$ cat config.mk
export PLATFORM = sky130hd
export DESIGN_NAME = aes_multiblock_ctrl
export DESIGN_NICKNAME = d
export VERILOG_FILES = /design/src/rtl/aes_multiblock_ctrl.sv
export SDC_FILE = /design/constraint.sdc
export NUM_CORES = 1
export LEC_CHECK = 0
export ABC_AREA = 1
export CAP_MARGIN = 20
export CORE_UTILIZATION = 55
export CTS_BUF_LIST = sky130_fd_sc_hd__clkbuf_4
export DETAILED_ROUTE_END_ITERATION = 8
export DONT_BUFFER_PORTS = 1
export GPL_ROUTABILITY_DRIVEN = 0
export PLACE_DENSITY = 0.73
export RECOVER_POWER = 50
export SLEW_MARGIN = 20
export SYNTH_ARGS = -nofsm -noshare
export SYNTH_HDL_FRONTEND = slang
export SYNTH_SLANG_ARGS = --single-unit
export TNS_END_PERCENT = 20
$ cat constraint.sdc
create_clock -name clk -period 2.1 [get_ports clk]
set_clock_uncertainty 0.05 [all_clocks]
set_input_delay 0.42 -clock clk [delete_from_list [all_inputs] [get_ports clk]]
set_output_delay 0.42 -clock clk [all_outputs]
set_load 0.02 [all_outputs]
$ cat src/rtl/aes_multiblock_ctrl.sv
// Control FSM for a multi-block (ECB) AES job: sets up the source and sink streamers,
// runs the engine one block at a time, waits for the sink to drain, and reports done/error.
module aes_multiblock_ctrl #(
    parameter int unsigned ADDR_W   = 32,
    parameter int unsigned CNT_W    = 16,
    parameter int unsigned WORDS_PB = 4,
    parameter int unsigned TIMEOUT  = 64
) (
    input  logic              clk,
    input  logic              reset,
    input  logic              clear,
    input  logic              start_i,
    input  logic              mode_i,
    input  logic [ADDR_W-1:0] src_base_i,
    input  logic [ADDR_W-1:0] dst_base_i,
    input  logic [CNT_W-1:0]  n_blocks_i,
    output logic              src_req_start_o,
    input  logic              src_ready_start_i,
    output logic              dst_req_start_o,
    input  logic              dst_ready_start_i,
    input  logic              dst_done_i,
    output logic [ADDR_W-1:0] src_base_o,
    output logic [ADDR_W-1:0] dst_base_o,
    output logic [CNT_W+2:0]  trans_size_o,
    output logic              eng_enable_o,
    output logic              eng_clear_o,
    output logic              eng_start_o,
    output logic              eng_mode_o,
    input  logic              eng_valid_i,
    output logic [CNT_W-1:0]  blk_cnt_o,
    output logic              busy_o,
    output logic              done_o,
    output logic              err_o
);

    localparam int unsigned TS_W  = CNT_W + 3;
    localparam int unsigned TMO_W = (TIMEOUT > 1) ? $clog2(TIMEOUT) : 1;

    typedef enum logic [2:0] {
        IDLE, STARTING, BLK_START, BLK_WAIT, DRAIN, FINISHED
    } state_e;

    state_e             state_q, state_d;
    logic               err_q, err_d;
    logic [CNT_W-1:0]   blk_cnt_q, blk_cnt_d;
    logic [TMO_W-1:0]   tmo_q, tmo_d;
    logic               drained_q, drained_d;
    logic [CNT_W-1:0]   n_blocks_q;
    logic               accept_c;

    assign accept_c = (state_q == IDLE) && start_i;

    // Next-state and bookkeeping
    always_comb begin
        state_d   = state_q;
        err_d     = err_q;
        blk_cnt_d = blk_cnt_q;
        tmo_d     = tmo_q;
        drained_d = drained_q;
        case (state_q)
            IDLE: begin
                drained_d = 1'b0;
                if (start_i) begin
                    err_d     = 1'b0;
                    blk_cnt_d = '0;
                    if (n_blocks_i == '0) begin
                        err_d   = 1'b1;
                        state_d = FINISHED;
                    end else begin
                        state_d = STARTING;
                    end
                end
            end
            STARTING: begin
                if (dst_done_i) drained_d = 1'b1;
                if (src_ready_start_i && dst_ready_start_i) state_d = BLK_START;
            end
            BLK_START: begin
                if (dst_done_i) drained_d = 1'b1;
                tmo_d   = '0;
                state_d = BLK_WAIT;
            end
            BLK_WAIT: begin
                if (dst_done_i) drained_d = 1'b1;
                if (eng_valid_i) begin
                    blk_cnt_d = blk_cnt_q + CNT_W'(1);
                    state_d   = (blk_cnt_d == n_blocks_q) ? DRAIN : BLK_START;
                end else if (tmo_q == TMO_W'(TIMEOUT - 1)) begin
                    err_d   = 1'b1;
                    state_d = FINISHED;
                end else begin
                    tmo_d = tmo_q + TMO_W'(1);
                end
            end
            DRAIN: begin
                if (dst_done_i || drained_q) state_d = FINISHED;
            end
            FINISHED: state_d = IDLE;
            default:  state_d = IDLE;
        endcase
    end

    // State, job latches and outputs registered from the next state
    always_ff @(posedge clk) begin
        if (reset || clear) begin
            state_q         <= IDLE;
            err_q           <= 1'b0;
            blk_cnt_q       <= '0;
            tmo_q           <= '0;
            drained_q       <= 1'b0;
            n_blocks_q      <= '0;
            src_base_o      <= '0;
            dst_base_o      <= '0;
            trans_size_o    <= '0;
            eng_mode_o      <= 1'b0;
            src_req_start_o <= 1'b0;
            dst_req_start_o <= 1'b0;
            eng_enable_o    <= 1'b0;
            eng_clear_o     <= 1'b1;
            eng_start_o     <= 1'b0;
            busy_o          <= 1'b0;
            done_o          <= 1'b0;
        end else begin
            state_q   <= state_d;
            err_q     <= err_d;
            blk_cnt_q <= blk_cnt_d;
            tmo_q     <= tmo_d;
            drained_q <= drained_d;
            if (accept_c) begin
                n_blocks_q   <= n_blocks_i;
                src_base_o   <= src_base_i;
                dst_base_o   <= dst_base_i;
                trans_size_o <= TS_W'(n_blocks_i) * TS_W'(WORDS_PB);
                eng_mode_o   <= mode_i;
            end
            src_req_start_o <= (state_d == STARTING);
            dst_req_start_o <= (state_d == STARTING);
            eng_enable_o    <= (state_d == STARTING) || (state_d == BLK_START) ||
                               (state_d == BLK_WAIT) || (state_d == DRAIN);
            eng_clear_o     <= (state_d == IDLE);
            eng_start_o     <= (state_d == BLK_START);
            busy_o          <= (state_d != IDLE);
            done_o          <= (state_d == FINISHED);
        end
    end

    assign err_o     = err_q;
    assign blk_cnt_o = blk_cnt_q;

endmodule
==> results of run 1 <==
flip-flops by register name, summed over array words and instances, names as in the netlist:
signal,flops
state_q,3
err_o,1
eng_enable_o,1
eng_mode_o,1
dst_req_start_o,1
src_base_o,32
eng_clear_o,1
busy_o,1
eng_start_o,1
trans_size_o,16
blk_cnt_o,16
done_o,1
dst_base_o,32
tmo_q,6
drained_q,1
cell families after synthesis:
logic type	after synthesis	synth area share, %
AOI/OAI and AO/OA	127	13.4
xor gates and xnor gates	2	0.637
and+or+nand+nor	369	31.5
DFF	114	46.5
buffers and inverters	90	7.36
other	1	0.0764
adders and majority gates	2	0.509
Yosys cell counts (2+ instances only):
cell type | number | area (um2)
clkbuf_1 | 25 | 93.8
buf_4 | 4 | 30.0
nand4_1 | 11 | 68.8
nor3_1 | 5 | 25.0
ha_1 | 2 | 25.0
buf_1 | 4 | 15.0
nand2_2 | 4 | 25.0
a21oi_1 | 102 | 510
clkinv_1 | 2 | 7.51
nand2_1 | 249 | 935
inv_2 | 3 | 11.3
nand3_1 | 48 | 240
nor2_2 | 5 | 31.3
nor2_4 | 3 | 33.8
nor2_1 | 38 | 143
nor3b_1 | 2 | 15.0
dfxtp_1 | 114 | 2280
inv_1 | 50 | 188
o21ai_0 | 19 | 95.1
power groups by stage:
stage	clock network, mW	logic [mW]	registers, mW
2_1_floorplan	0	0.225	2.38
3_3_place_gp	0	0.280	2.39
3_5_place_dp	0	0.289	2.39
4_1_cts	1.85	0.388	2.34
5_1_grt	1.96	0.449	2.35
6_report	1.84	0.410	2.34
metrics by stage:
step / hold slack, ns / worst slack [ns]
after floorplan: 0.400 / 0.0550
after global placement: 0.408 / 0.0509
after detailed placement: 0.417 / -0.0517
after CTS: 0.00144 / -0.00549
after global routing: 0.0470 / -0.241
final: 0.0537 / -0.0716
timing repair:
| item | CTS | global route |
|---|---|---|
| gates cloned | 1 | 0 |
| endpoints found under the setup margin | 6 | 10 |
| pin swaps | 13 | 21 |
| buffers inserted | 6 | 7 |
| resized for setup | 18 | 30 |
| endpoints found under the hold margin | 65 | 1 |
| hold buffers | 65 | 1 |
metal layers:
| metal | vias to the layer above | track usage (%) |
|---|---|---|
| met5 | - | 0 |
| met4 | 0 | 19.9 |
| met3 | 69 | 8.76 |
| met2 | 318 | 55.3 |
| met1 | 2424 | 33.9 |
| li1 | 2494 | - |
critical path: cells and delay by family (launching register included):
family / cells / cell delay (ns)
AND/OR/NAND/NOR: 12 / 1.12
flip-flops: 1 / 0.39
buffers and inverters: 4 / 0.33
AO/OA/AOI/OAI: 1 / 0.17
cell type report:
cell class,instances,area (um2),area share (%)
Clock inverter,15,196,3.06
Timing Repair Buffer,119,1070,16.6
Inverter,55,211,3.29
Sequential cell,114,2290,35.7
Clock buffer,17,128,1.99
Multi-Input combinational cell,503,2400,37.3
Tap cell,108,135,2.10
worst max-delay path by stage:
stage | to | cells past startpoint
global route | eng_enable_o | 17
finish | eng_enable_o | 17
CTS | eng_enable_o | 19
global placement | eng_enable_o | 19
detailed placement | eng_enable_o | 19
floorplan | eng_enable_o | 17
==> results by group, run 1 <==
Status
  – Status: finished with violations
  – Failing checks: setup timing

Pwr
  – Clock share of power: 40.1%
  – Power Internal: ~3.3 mW
  – Leak: 2.55 nW
  – Flop pwr share: ~51%
  – Power per standard cell area: 715 nW/um2
  – Net Sw Frac: between 20 and 30%
  – Tot Pwr: about 4.6 mW
  – Combinational share of power: under 10%
  – VDD IR-drop max: about 0.52 mV
  – P_sw: between 1 and 1.5 mW

STA
  – Final setup margin: -0.0716 ns
  – Tightest Pin Transition: 0.607 ns
  – Post-route clock period utilization: 103%
  – Relative slew slack: approximately 60%
  – Setup violators final: 4
  – Final Max Slew Viols: 0
  – RSZ-0062 raised after global routing: true
  – Final Hold Vio Count: 0
  – Minimum clock period: 2.17 ns
  – Achievable Freq: between 0.4 and 0.5 GHz
  – TNS Setup: -0.131 ns

Layout
  – Commonest non-fill, non-tap cell in the layout: nand2_1
  – Fillers: 641
  – Non-Filler Instances: just over 900
  – Share of cells above drive strength 1: around 16%
  – Post-layout util: 74.1%
  – Diodes inserted: 0
  – Cell area after layout: 6430 um2
  – Layout area overhead: 30.9%
  – Most frequent cells in the layout: nand2_1, dfxtp_1, a21oi_1
  – Final #Nets: 901

Synth
  – Sequential share of the synthesized area: 46.5%
  – Netlist cell types: 34
  – EDFF count, synth: 0
  – Ys Warns: 0
  – Asr flop ratio synth: 0%
  – Area of the mapped netlist: about 5000 um2
  – Flop and latch count out of synthesis: between 100 and 150
  – Synth Instances: between 700 and 800
  – Top_reg_cell synth: dfxtp_1
  – Mapped Avg Cell Area: approximately 7.0 um2

Global route
  – Number of global-route vias before repair: 4,970
  – Initial antenna violation count: 0
  – Grt total ovfl: 0
  – GRT Total Usage: 31.8%
  – Pin count of the biggest net entering global routing: 61
  – First-pass GRT wire length: between 20,000 and 25,000 um

Placement
  – Input/output buffers: 0
  – Dpl hpwl: around 9000 um
  – Placed insts: 819
  – Placement Cell Area: between 5000 and 6000 um2

CTS
  – CTS tree: built
  – Clk sinks: 114
  – Worst-case clock buffer depth: 2
  – CTS Buf Count: 17
  – CTS H-Tree Depth: 4
  – Clock transition at path regs: roughly 0.12 ns
  – Root buf cell: clkbuf_4
  – Clock latency at the later pin of the worst-skew pair: approximately 0.5 ns

Worst hold path
  – Min-delay src: n_blocks_i[7]
  – HP Class: in -> reg
  – Hold depth: 2
  – Destination of the worst hold path: trans_size_o[9]

Worst setup path
  – CP arrival: 2.54 ns
  – R2R Path End: eng_enable_o
  – Setup CP Type: reg -> reg
  – Worst endpoint required time: between 2 and 2.5 ns
  – Crit-path cells: buf_8, inv_6, nor2_4, buf_6, nand3_4, o21ai_2, nand2_1, nand2_1, nand2_2, nor2_4, nand2_2, nand2_2, nand2_2, nand2_2, nand2_2, nand2_2, inv_2
  – Critical Path Start: blk_cnt_o[0]
  – RR Startpoint: blk_cnt_o[0]
  – CP startpoint kind: register
  – CP max-delay cell: dfxtp_4
  – Max Fanout on Critical Path: 7
  – CP max stage delay: 0.39 ns
  – Worst reg-to-reg setup slack: -0.07 ns
  – Worst reg2reg path depth: 17
  – Most frequent CP cell: nand2_2
  – Endpoint class of the critical path: register

Detailed routing
  – Vias/cell: 5.70
  – DRT antenna net count: 0
  – DR top layer: met4
  – Routed met2 length: 7620 um
  – Metal3 WL: between 1000 and 1500 um
  – Routed WL: between 15,000 and 20,000 um
  – DR DRC count: 0
  – WL met1: approximately 5600 um
  – Vias: about 5,300
  – Iter 0 DRT Violations: between 300 and 400
  – First drt pass iteration count: 7
  – Wire per inst: roughly 16 um

Die
  – Die Width: a little under 100 um
  – Core region area: around 8700 um2
  – Die Y-Extent: just under 100 um
  – Die ar.: a little over 9000 um2
  – Initial Utilization: a little under three fifths
  – Top-level I/O count: about 200
  – Rows: 34

Job
  – # Max-Cap Violations: 0
Power figures use the tool's default switching activity.
==> run 2: changes to the inputs <==
--- a/config.mk
+++ b/config.mk
@@ -7,12 +7,13 @@
 export LEC_CHECK = 0
 export ABC_AREA = 1
 export CAP_MARGIN = 20
-export CORE_UTILIZATION = 55
+export CORE_UTILIZATION = 59
 export CTS_BUF_LIST = sky130_fd_sc_hd__clkbuf_4
+export CTS_CLUSTER_SIZE = 25
 export DETAILED_ROUTE_END_ITERATION = 8
 export DONT_BUFFER_PORTS = 1
 export GPL_ROUTABILITY_DRIVEN = 0
-export PLACE_DENSITY = 0.73
+export PLACE_DENSITY = 0.78
 export RECOVER_POWER = 50
 export SLEW_MARGIN = 20
 export SYNTH_ARGS = -nofsm -noshare
==> run 2 against run 1 <==
- critical path type unchanged
- the flow still finishes with violations (setup timing)
- cell count fell by 1.8%
- global-route usage increased by 3.0 points
- clock-buffer cell count rose by 1
- core utilization rose by 5.7 points
- critical endpoint unchanged
- critical path depth did not move
==> results by group, run 2 (synthesis results as in run 1) <==
Status
  – Status: finished with violations (unchanged)
  – Failing checks: setup timing (unchanged)

STA
  – Post-route clock period utilization: 102% (was 103%)
  – Hold slack: 0.0473 ns (was 0.0537 ns)
  – Achievable Freq: 0.468 GHz (was 0.460 GHz)
  – Tightest Pin Transition: 0.516 ns (was 0.607 ns)
  – RSZ-0062 raised after global routing: true (unchanged)
  – Final setup margin: -0.0373 ns (was -0.0716 ns)
  – Setup violators final: 3 (was 4)
  – Minimum clock period: 2.14 ns (was 2.17 ns)
  – TNS Setup: -0.0768 ns (was -0.131 ns)
  – Final Hold Vio Count: 0 (unchanged)
  – Relative slew slack: 65.6% (was 59.6%)
  – Final Max Slew Viols: 0 (unchanged)

Worst setup path
  – Crit-path cells: ha_4, nand2_4, nor2_4, buf_6, nand4_1, nand3_1, nand2_1, nor2_1, nand2_1, nor2_2, nand2_1, nand2_2, nand2_2, nand2_2, nand2_2, nand2_2, inv_2 (was buf_8, inv_6, nor2_4, buf_6, nand3_4, o21ai_2, nand2_1, nand2_1, nand2_2, nor2_4, nand2_2, nand2_2, nand2_2, nand2_2, nand2_2, nand2_2, inv_2)
  – CP max-delay cell: dfxtp_2 (was dfxtp_4)
  – Delay-heaviest family, CP: simple AND/OR/NAND/NOR gates (unchanged)
  – CP startpoint kind: register (unchanged)
  – Max Fanout on Critical Path: 6 (was 7)
  – Worst endpoint required time: 2.46 ns (about the same)
  – Setup CP Type: reg -> reg (unchanged)
  – WP buf/inv: 2 (was 4)
  – Endpoint class of the critical path: register (unchanged)
  – Most frequent CP cell: nand2_2 (unchanged)
  – CP max stage delay: 0.38 ns (was 0.39 ns)
  – CP arrival: 2.50 ns (was 2.54 ns)

Die
  – Die Width: 93.2 um (was 96.5 um)
  – Rows: 32 (was 34)
  – Die ar.: 8690 um2 (was 9310 um2)
  – Core region area: 7890 um2 (was 8680 um2)
  – Top-level I/O count: 197 (unchanged)
  – Die Y-Extent: 93.2 um (was 96.5 um)
  – Initial Utilization: 62.3% (was 56.6%)

Detailed routing
  – Wire per inst: 16.6 um (was 16.4 um)
  – Vias: 5,165 (was 5,305)
  – Iter 0 DRT Violations: 388 (was 339)
  – DR DRC count: 0 (unchanged)
  – Routed WL: 15,200 um (was 15,300 um)
  – First drt pass iteration count: 5 (was 7)
  – Vias/cell: 5.65 (was 5.70)
  – DRT antenna net count: 0 (unchanged)

Worst hold path
  – HP Class: in -> reg (unchanged)

CTS
  – Clk sinks: 114 (unchanged)
  – Worst-case clock buffer depth: 2 (unchanged)
  – CTS H-Tree Depth: 4 (unchanged)
  – CTS Buf Count: 17 (unchanged)
  – CTS tree: built (unchanged)
  – Clock latency at the later pin of the worst-skew pair: 0.50 ns (about the same)
  – Clock transition at path regs: 0.11 ns (was 0.12 ns)
  – Root buf cell: clkbuf_4 (unchanged)

Job
  – # Max-Cap Violations: 0 (unchanged)

Pwr
  – Flop pwr share: 53.2% (was 51.0%)
  – Leak: 2.46 nW (was 2.55 nW)
  – Net Sw Frac: 29.0% (was 29.2%)
  – Clock share of power: 37.5% (was 40.1%)
  – Combinational share of power: 9.3% (was 8.9%)
  – Power per standard cell area: 700 nW/um2 (was 715 nW/um2)
  – P_sw: 1.28 mW (was 1.34 mW)
  – Power Internal: 3.13 mW (was 3.25 mW)
  – VDD IR-drop max: 0.456 mV (was 0.521 mV)

Layout
  – Fillers: 524 (was 641)
  – Final #Nets: 890 (was 901)
  – Commonest non-fill, non-tap cell in the layout: nand2_1 (unchanged)
  – Most frequent cells in the layout: nand2_1, dfxtp_1, a21oi_1 (unchanged)
  – Diodes inserted: 0 (unchanged)
  – Biggest regs: dst_base_o: 32 flops, src_base_o: 32 flops (unchanged)
  – Share of cells above drive strength 1: 14.7% (was 15.8%)
  – Layout area overhead: 28.1% (was 30.9%)

Global route
  – Number of global-route vias before repair: 5,024 (was 4,970)
  – GRT Total Usage: 34.7% (was 31.8%)
  – First-pass GRT wire length: 23,400 um (was 22,600 um)
  – Grt total ovfl: 0 (unchanged)
  – Pin count of the biggest net entering global routing: 69 (was 61)
  – Initial antenna violation count: 0 (unchanged)

Placement
  – Dpl hpwl: 9530 um (was 9120 um)
  – Input/output buffers: 0 (unchanged)
run 2: cell types whose count changed in the layout (fill, tap and decap cells not counted), sizes merged:
cell	before	now
buf	48	39
clkinvlp	1	4
dlygate4sd3	66	64
inv	61	59
bufinv	3	2
clkbuf	22	23
clkinv	5	4
run 2: timing repair:
item                       4_1_cts  5_1_grt
buffers inserted                 1        4
gates resized for setup         16       21
pin swaps                        4       16
gates cloned                     1        0
hold endpoints to repair        64        0
hold buffers                    64        0
setup endpoints to repair        4       11
run 2: cell type report:
class	count	area, um2	share of cell area [%]
Sequential cell	114	2290	36.4
Tap cell	102	128	2.03
Multi-Input combinational cell	503	2390	38.0
Clock buffer	18	135	2.15
Inverter	55	206	3.28
Timing Repair Buffer	108	990	15.7
Clock inverter	14	153	2.43
run 2: layer usage:
| metal | part of all wire (%) | global-route usage, % |
|---|---|---|
| met5 | 0 | 0 |
| met4 | 2.8 | 16.5 |
| met3 | 9.6 | 10.7 |
| met2 | 51 | 60.7 |
| met1 | 37 | 38.2 |
run 2: worst paths after layout:
kind	cells past startpoint	from	endpoint	slack (ns)
hold / removal	2	src_base_i[0]	src_base_o[0]	0.05
setup reg to reg	17	blk_cnt_o[1]	eng_enable_o	-0.04
setup / recovery	17	blk_cnt_o[1]	eng_enable_o	-0.04
hold reg to reg	2	tmo_q[3]	tmo_q[4]	0.44
run 2: power by group through the flow:
stage                     sequential [mW]  clock, mW  combinational [mW]
after CTS                            2.34       1.66               0.396
after global placement               2.39          0               0.286
after global routing                 2.35       1.78               0.443
after floorplan                      2.38          0               0.225
after detailed placement             2.39          0               0.299
final                                2.34       1.65               0.410
run 2: stage by stage:
step           cells  setup WS [ns]  area (um2)  power [mW]  utilization, %
2_1_floorplan    707         0.0550        4920        2.60               -
3_3_place_gp     812        0.00318        5210        2.67            66.0
3_5_place_dp     812        -0.0710        5210        2.69            66.0
4_1_cts          910        0.00616        6200        4.40            78.6
5_1_grt          914         -0.188        6290        4.57            79.8
6_report         914        -0.0373        6290        4.40            79.8
==> run 3: changes to the inputs <==
--- a/config.mk
+++ b/config.mk
@@ -6,9 +6,8 @@
 export NUM_CORES = 1
 export LEC_CHECK = 0
 export ABC_AREA = 1
-export CAP_MARGIN = 20
 export CORE_UTILIZATION = 59
-export CTS_BUF_LIST = sky130_fd_sc_hd__clkbuf_4
+export CTS_BUF_LIST = sky130_fd_sc_hd__clkbuf_2 sky130_fd_sc_hd__clkbuf_4 sky130_fd_sc_hd__clkbuf_8
 export CTS_CLUSTER_SIZE = 25
 export DETAILED_ROUTE_END_ITERATION = 8
 export DONT_BUFFER_PORTS = 1
==> run 3 against run 2 <==
- the run still ends with setup timing left
- power grew 6.1%
- flip-flop and latch count is the same
- worst setup slack got worse by 0.034 ns
- sequential share of layout area increased by 3.6 points
- routed wire length shrank 13%
- highest routed layer unchanged
==> results by group, run 3 (synthesis results as in run 1) <==
CTS
  – Clk sinks: 114 (unchanged)
  – Clock transition at path regs: 0.08 ns (was 0.11 ns)
  – CTS tree: built (unchanged)
  – CTS H-Tree Depth: 4 (unchanged)
  – CTS Buf Count: 17 (unchanged)
  – Clock latency at the later pin of the worst-skew pair: 0.42 ns (was 0.50 ns)
  – Worst-case clock buffer depth: 2 (unchanged)
  – Root buf cell: clkbuf_8 (was clkbuf_4)

Worst setup path
  – CP max-delay cell: dfxtp_2 (unchanged)
  – Setup CP Type: reg -> reg (unchanged)
  – CP max stage delay: 0.37 ns (was 0.38 ns)
  – Worst endpoint required time: 2.37 ns (was 2.46 ns)
  – CP startpoint kind: register (unchanged)
  – Max Fanout on Critical Path: 6 (unchanged)
  – Delay-heaviest family, CP: simple AND/OR/NAND/NOR gates (unchanged)
  – WP buf/inv: 2 (unchanged)
  – CP arrival: 2.45 ns (was 2.50 ns)
  – Crit-path cells: ha_4, nand2_4, nor2_4, buf_6, nand4_1, nand3_1, nand2_1, nor2_1, nand2_1, nor2_2, nand2_1, nand2_2, nand2_2, nand2_4, nand2_4, nand2_2, inv_2 (was ha_4, nand2_4, nor2_4, buf_6, nand4_1, nand3_1, nand2_1, nor2_1, nand2_1, nor2_2, nand2_1, nand2_2, nand2_2, nand2_2, nand2_2, nand2_2, inv_2)
  – Endpoint class of the critical path: register (unchanged)
  – Worst reg-to-reg setup slack: -0.07 ns (was -0.04 ns)

Detailed routing
  – Vias/cell: 5.63 (was 5.65)
  – First drt pass iteration count: 5 (unchanged)
  – DRT antenna net count: 0 (unchanged)
  – Vias: 4,782 (was 5,165)
  – Wire per inst: 15.5 um (was 16.6 um)
  – Iter 0 DRT Violations: 231 (was 388)
  – DR DRC count: 0 (unchanged)
  – Routed WL: 13,200 um (was 15,200 um)

Placement
  – Input/output buffers: 0 (unchanged)
  – Dpl hpwl: 9530 um (unchanged)
  – Placed insts: 812 (unchanged)

STA
  – RSZ-0062 raised after global routing: true (unchanged)
  – Achievable Freq: 0.460 GHz (was 0.468 GHz)
  – Final Hold Vio Count: 0 (unchanged)
  – Relative slew slack: 66.2% (was 65.6%)
  – Final Max Slew Viols: 0 (unchanged)
  – Tightest Pin Transition: 0.507 ns (was 0.516 ns)
  – Final setup margin: -0.0717 ns (was -0.0373 ns)
  – Post-route clock period utilization: 103% (was 102%)
  – Setup violators final: 4 (was 3)
  – Minimum clock period: 2.17 ns (was 2.14 ns)

Global route
  – Grt total ovfl: 0 (unchanged)
  – Pin count of the biggest net entering global routing: 69 (unchanged)
  – First-pass GRT wire length: 20,900 um (was 23,400 um)
  – GRT Total Usage: 30.8% (was 34.7%)
  – Number of global-route vias before repair: 4,600 (was 5,024)
  – Initial antenna violation count: 0 (unchanged)

Layout
  – Diodes inserted: 0 (unchanged)
  – Biggest regs: dst_base_o: 32 flops, src_base_o: 32 flops (unchanged)
  – Commonest non-fill, non-tap cell in the layout: nand2_1 (unchanged)
  – Share of cells above drive strength 1: 15.1% (was 14.7%)
  – Most frequent cells in the layout: nand2_1, dfxtp_1, a21oi_1 (unchanged)
  – Non-Filler Instances: 849 (was 914)
  – Post-layout util: 72.7% (was 79.8%)
  – Layout area overhead: 16.7% (was 28.1%)
  – Final #Nets: 825 (was 890)

Die
  – Die Width: 93.2 um (unchanged)
  – Rows: 32 (unchanged)
  – Die ar.: 8690 um2 (unchanged)
  – Top-level I/O count: 197 (unchanged)
  – Core region area: 7890 um2 (unchanged)
  – Die Y-Extent: 93.2 um (unchanged)
  – Initial Utilization: 62.3% (unchanged)

Pwr
  – VDD IR-drop max: 0.614 mV (was 0.456 mV)
  – Power per standard cell area: 815 nW/um2 (was 700 nW/um2)
  – Leak: 2.23 nW (was 2.46 nW)

Job
  – # Max-Cap Violations: 0 (unchanged)

Worst hold path
  – HP Class: in -> reg (unchanged)

Status
  – Failing checks: setup timing (unchanged)
  – Status: finished with violations (unchanged)
-- run 3: cell types whose count changed in the layout (fill, tap and decap cells not counted), moves of 3 or more --
| cell | before | now |
|---|---|---|
| clkbuf_8 | 0 | 17 |
| clkbuf_4 | 18 | 1 |
| clkbuf_1 | 5 | 8 |
| buf_4 | 32 | 29 |
| dlygate4sd3_1 | 64 | 0 |
-- run 3: layout make-up --
| cell class | instances | area [um2] |
|---|---|---|
| Multi-Input combinational cell | 503 | 2390 |
| Clock inverter | 14 | 153 |
| Tap cell | 102 | 128 |
| Inverter | 55 | 206 |
| Timing Repair Buffer | 43 | 327 |
| Sequential cell | 114 | 2290 |
| Clock buffer | 18 | 241 |
| Fill cell | 648 | 2160 |
-- run 3: where the power goes --
part / leakage, nW / internal, mW / total (mW) / switching, mW
clock network: 0.190 / 1.08 / 2.03 / 0.949
registers: 0.929 / 2.22 / 2.34 / 0.116
logic: 1.11 / 0.0919 / 0.302 / 0.210
total: 2.23 / 3.40 / 4.67 / 1.28
-- run 3: worst register-to-register path, delay by kind of cell (launching register included) --
kind	cells	cell delay [ns]
simple gates	14	1.31
fa+ha+maj	1	0.18
flops	1	0.37
buf+inv	2	0.17
-- run 3: final timing paths --
check / startpoint / end / cells past startpoint
hold / removal: dst_base_i[25] / dst_base_o[25] / 2
hold reg to reg: tmo_q[3] / tmo_q[4] / 2
setup reg to reg: blk_cnt_o[1] / eng_enable_o / 17
setup / recovery: blk_cnt_o[1] / eng_enable_o / 17
-- run 3: per-stage QoR --
step	total power [mW]	setup slack [ns]	area [um2]	hold WS [ns]	setup TNS [ns]
floorplan	2.60	0.0550	4920	0.400	0
global placement	2.67	0.00318	5210	0.415	0
detailed placement	2.69	-0.0710	5210	0.423	-0.0956
CTS	4.70	0.00567	5670	0.0653	0
global route	4.84	-0.209	5730	0.0610	-1.18
finish	4.67	-0.0717	5730	0.0843	-0.157
-- run 3: timing repair --
action / CTS / global route
hold buffers: 0 / 0
pin swaps: 4 / 14
buffers inserted: 1 / 3
endpoints found under the setup margin: 4 / 11
cloned: 1 / 0
resized for setup: 16 / 19
-- run 3: routing by layer --
layer | vias up | routed length [um] | global-route usage [%]
met4 | 0 | 340 | 13.6
li1 | 2334 | - | -
met1 | 2203 | 5120 | 35.3
met3 | 29 | 1210 | 9.92
met5 | - | 0 | 0
met2 | 216 | 6530 | 52.5
